<file path="src/rtl/rd_sipo_frame.sv">
// rd_sipo_frame: framed serial-to-parallel deserializer with Valid/Ready hold register.
// Optional even-parity bit per frame when RD_SIPO_PARITY_EN is defined.
module rd_sipo_frame #(
  parameter int WIDTH     = 10,
  parameter bit MSB_FIRST = 1'b1
) (
  input  logic             CLK,
  input  logic             CLRbar,
  input  logic             SerIn,
  input  logic             SerEn,
  input  logic             Start,
  input  logic             Ready,
  output logic [WIDTH-1:0] Q,
  output logic             Valid,
  output logic             Busy,
`ifdef RD_SIPO_PARITY_EN
  output logic             ParErr,
`endif
  output logic             Overrun
);

  localparam int CW = $clog2(WIDTH + 1);
  localparam logic [CW-1:0] LAST = CW'(WIDTH - 1);

  localparam logic [1:0] IDLE  = 2'd0;
  localparam logic [1:0] SHIFT = 2'd1;
`ifdef RD_SIPO_PARITY_EN
  localparam logic [1:0] PAR   = 2'd2;
`endif

  logic [1:0]       state_q, state_d;
  logic [WIDTH-1:0] sr_q, sr_d, sr_sh;
  logic [CW-1:0]    cnt_q, cnt_d;
  logic [WIDTH-1:0] q_q, q_d, word;
  logic             valid_q, valid_d;
  logic             ovr_q, ovr_d;
  logic             done;
`ifdef RD_SIPO_PARITY_EN
  logic             par_q, par_d, perr;
`endif

  assign sr_sh = MSB_FIRST ? {sr_q[WIDTH-2:0], SerIn}
                           : {SerIn, sr_q[WIDTH-1:1]};

  always_comb begin
    state_d = state_q;
    sr_d    = sr_q;
    cnt_d   = cnt_q;
    q_d     = q_q;
    valid_d = valid_q & ~Ready;
    ovr_d   = ovr_q;
    done    = 1'b0;
    word    = sr_sh;
`ifdef RD_SIPO_PARITY_EN
    par_d   = par_q;
    perr    = 1'b0;
`endif
    // Start beats completion: a restart never delivers the old frame
    if (Start) begin
      state_d = SHIFT;
      cnt_d   = SerEn ? CW'(1) : '0;
      if (SerEn) sr_d = sr_sh;
    end else begin
      case (state_q)
        SHIFT: begin
          if (SerEn) begin
            sr_d  = sr_sh;
            cnt_d = cnt_q + CW'(1);
            if (cnt_q == LAST) begin
`ifdef RD_SIPO_PARITY_EN
              state_d = PAR;
`else
              done    = 1'b1;
              state_d = IDLE;
              cnt_d   = '0;
`endif
            end
          end
        end
`ifdef RD_SIPO_PARITY_EN
        PAR: begin
          if (SerEn) begin
            done    = 1'b1;
            word    = sr_q;
            perr    = ^{sr_q, SerIn};
            state_d = IDLE;
            cnt_d   = '0;
          end
        end
`endif
        default: ;
      endcase
    end
    if (done) begin
      if (!valid_q || Ready) begin
        q_d     = word;
        valid_d = 1'b1;
`ifdef RD_SIPO_PARITY_EN
        par_d   = perr;
`endif
      end else begin
        ovr_d = 1'b1;
      end
    end
  end

  always_ff @(posedge CLK) begin
    if (!CLRbar) begin
      state_q <= IDLE;
      sr_q    <= '0;
      cnt_q   <= '0;
      q_q     <= '0;
      valid_q <= 1'b0;
      ovr_q   <= 1'b0;
`ifdef RD_SIPO_PARITY_EN
      par_q   <= 1'b0;
`endif
    end else begin
      state_q <= state_d;
      sr_q    <= sr_d;
      cnt_q   <= cnt_d;
      q_q     <= q_d;
      valid_q <= valid_d;
      ovr_q   <= ovr_d;
`ifdef RD_SIPO_PARITY_EN
      par_q   <= par_d;
`endif
    end
  end

  assign Q       = q_q;
  assign Valid   = valid_q;
  assign Overrun = ovr_q;
  assign Busy    = (state_q != IDLE);
`ifdef RD_SIPO_PARITY_EN
  assign ParErr  = par_q;
`endif

endmodule

</file>
<file path="config.mk">
export PLATFORM = sky130hd
export DESIGN_NAME = rd_sipo_frame
export DESIGN_NICKNAME = d
export VERILOG_FILES = /design/src/rtl/rd_sipo_frame.sv
export SDC_FILE = /design/constraint.sdc
export NUM_CORES = 1
export LEC_CHECK = 0
export BUFFER_PORTS_ARGS = -buffer_cell sky130_fd_sc_hd__buf_2
export CAP_MARGIN = 20
export CORE_MARGIN = 3
export CORE_UTILIZATION = 35
export CTS_BUF_LIST = sky130_fd_sc_hd__clkbuf_4 sky130_fd_sc_hd__clkbuf_8 sky130_fd_sc_hd__clkbuf_16
export DETAILED_ROUTE_END_ITERATION = 8
export GPL_ROUTABILITY_DRIVEN = 0
export PLACE_DENSITY = 0.61
export SYNTH_ARGS = -nofsm -noshare
export SYNTH_HDL_FRONTEND = slang
export SYNTH_SLANG_ARGS = --single-unit
</file>
<file path="constraint.sdc">
create_clock -name CLK -period 2.9 [get_ports CLK]
set_clock_uncertainty 0.1 [all_clocks]
set_input_delay 0.58 -clock CLK [delete_from_list [all_inputs] [get_ports CLK]]
set_output_delay 0.58 -clock CLK [all_outputs]
set_load 0.02 [all_outputs]
</file>
==> results.md <==
- Status: finished, final reports clean
- Hold path endpoint: Q[9]$_SDFFE_PN0P_
- Pint: 0.0004528 W
- Grt total ovfl: 0
- Hold_ws: 367.3 ps
- Worst-Margin Slew: 838.0 ps
- CP max-delay cell: nor4_4
- Via count: 781
- Num rows: 19
- Worst hold path stage count: 2
- Worst path required time: 3060 ps
- FMAX: 0.5025 GHz
- Sequential cell area: roughly 520 um2
- Chip Height: roughly 62 um
- Clock-pin slew on the worst setup and hold paths: ~140 ps
- Die X: about 62 um
- Starting density of the core: 38.23%
- Crit path DAT: between 2000 and 2500 ps
- Post-CTS Setup Bufs: 0
- Final setup TNS: 0 ps
- Yosys top cell area share: between 40 and 50%
- Sequential share of the synthesized area: 47.33%
- # setup viols final: 0
- Worst r2r src: cnt_q[0]$_SDFFE_PN0P_
- CTS tree: yes
- Root Buffer: clkbuf_4
- Crit path from: cnt_q[0]$_SDFFE_PN0P_
- Syn Nets: 119
- Synth area leader: dfxtp_1
- Count of pins over their slew limit: 0
- Global-route usage over all layers: 11.12%
- Worst hold path type: reg -> reg
- Yosys reg bits: 26
- Non-filler cells, final: 170
- Leakage power: between 0.5 and 0.6 nW
- Drt wl/cell: 11.13 um
- Slew headroom: 43.72%
- Placed cell areas: between 0.001 and 0.0015 mm2
- Drt drc: 0
- Crit. End Element: flip-flop
- Die Area: just under 0.004 mm2
- Number of synthesized flops with an enable pin: 0
- IO Port Bufs: 18
- Max-Cap Viols: 0
- Placed Cells: 166
- Ant diodes: 0
- Hold Vio Cnt, Final: 0
- Clk_lat worst skew: 330 ps
- Clock share of power: 31.5%
- Avg Cell Area, Syn: 9.908 um2
- Clock Tree Buf Depth: 2
- Hold_sp: Q[9]$_SDFFE_PN0P_
- Clock sinks: 26
- Synth unique cells: 26
- IO Count: 19
- Unrepaired setup endpoints after global routing: false
- Min Tclk post-route: 1990 ps
- Cells on worst reg2reg path: 4
- Crit-path max FO: 10
- CTS buffer count: 3
- H-tree depth: 1
- Synth-to-layout area growth: 14.11%
- Final Cell Area: roughly 0.0013 mm2
- Setup crit start kind: flip-flop
- Flop2flop setup slack: just over 900 ps
- Vias per cell: between 4 and 5
- Logic gate share of total power: 6.3%
- Fin crit share: 68.62%
- Drt pass-1 iters: 3
- Cts hold-fix bufs: 0
- Top area cells in the synthesized netlist: dfxtp_1, mux2i_1, nand2_1
- CTS resizes: 0
- Crit path kind: reg -> reg
- Final wirelength: 1892 um
- Mapped cell area: around 0.0011 mm2
- Seq pwr share: just over 60%
- Core box area: 0.002877 mm2
- Initial antenna violation count: 0
- RR Endpoint: Q[4]$_SDFFE_PN0P_
- Largest net degree at the start of global routing: 36
- Global-route wire length before repair: around 3100 um
- Async SR Flop Fraction: 0%
- Number of global-route vias before repair: 735
- Net Sw Power: about 0.00013 W
- Share of cells above drive strength 1: 20.31%
- Peak VDD IR: 178.0 uV
- Synthesized instance count: approximately 110
- HPWL Detailed: 1357 um
- Fill cell count: just under 300
- Post-route ant nets: 0
- Switch share: 22.76%
- # nets final: 137
- Area of the multi-input gates: ~540 um2
- Crit path largest cell delay: 750 ps
- Yosys warns: 0
- Pwr Density: approximately 470 mW/mm2
- 1st-iter DRT viols: 26
- CP Cell Sequence: ha_1 -> nand3b_4 -> nor4_4 -> mux2i_1
- Most used DFF post-synth: dfxtp_1
Yosys cell counts (all sizes together), types with 3 or more instances:
cell / instances
mux2i: 19
nor3: 3
nand3: 3
nor2b: 11
nand2: 23
dfxtp: 26
clkbuf: 4
area by class of cell:
type | instances | share of cell area [%]
tap | 42 | 4.187
multi-input combinational | 78 | 43.37
sequential | 26 | 41.48
clock buffer | 4 | 2.891
inverter | 1 | 0.2991
timing repair buffer | 19 | 7.777
worst max path at each step:
stage	endpoint	cells past startpoint
2_1_floorplan	Q[0]$_SDFFE_PN0P_	5
3_3_place_gp	Q[4]$_SDFFE_PN0P_	4
3_5_place_dp	Q[4]$_SDFFE_PN0P_	4
6_report	Q[4]$_SDFFE_PN0P_	4
5_1_grt	Q[4]$_SDFFE_PN0P_	4
4_1_cts	Q[4]$_SDFFE_PN0P_	4
worst max-delay path: cells and delay by family, from the launching register on:
family / cells / cell delay (ps)
adders and majority gates: 1 / 250
DFF: 1 / 430
and+or+nand+nor: 2 / 860
muxes: 1 / 270
state kept, by name (all words and copies together), names as in the netlist:
| signal | count |
|---|---|
| Overrun | 1 |
| cnt_q | 4 |
| Q | 10 |
| sr_q | 9 |
| state_q | 1 |
| Valid | 1 |
cells by family after synthesis:
logic type,synth area share (%)
simple gates,24.23
flops,47.33
mux,17.29
compound gates,4.891
buf+inv,3.184
fa+ha+maj,2.275
xor+xnor,0.7965
cell usage in the layout, fill, tap and decap left out:
master / instances
nor2_1: 1
o21ai_0: 1
and3b_1: 1
xor2_1: 1
nand2_1: 22
a22o_1: 2
or3_1: 2
a31oi_1: 1
and2_1: 1
clkbuf_8: 1
nand3b_4: 1
nor4_4: 1
nor2b_1: 11
buf_4: 1
nand2_2: 1
buf_2: 18
nor3_1: 3
o21a_1: 2
dfxtp_1: 26
nand2b_1: 1
mux2i_1: 19
nand3_1: 3
o21ai_1: 1
a21oi_1: 1
ha_1: 2
inv_1: 1
clkbuf_4: 3
routing by layer:
layer / GRT usage [%] / up-vias / wire, um
li1: - / 410 / -
met1: 13.19 / 348 / 937
met2: 18.34 / 18 / 812
met3: 2.479 / 5 / 99
met4: 6.364 / 0 / 42
met5: 0 / - / 0
power groups by stage:
| stage | Combinational, W | Clock (W) | Sequential [W] |
|---|---|---|---|
| after floorplan | 0.0000252 | 0 | 0.000373 |
| after global placement | 0.0000358 | 0 | 0.000372 |
| after detailed placement | 0.0000369 | 0 | 0.000373 |
| after CTS | 0.0000370 | 0.000191 | 0.000365 |
| after global routing | 0.0000400 | 0.000202 | 0.000365 |
| final | 0.0000368 | 0.000185 | 0.000365 |
stage by stage:
stage | total power, W | utilization (%) | setup slack [ps]
floorplan | 0.0003981 | - | 1456
global placement | 0.0004083 | 42.37 | 914.0
detailed placement | 0.0004096 | 42.37 | 837.3
CTS | 0.0005932 | 43.63 | 858.6
global route | 0.0006077 | 43.63 | 770.7
finish | 0.0005863 | 43.63 | 910.1
No activity file was read; power rests on OpenSTA's default activity.
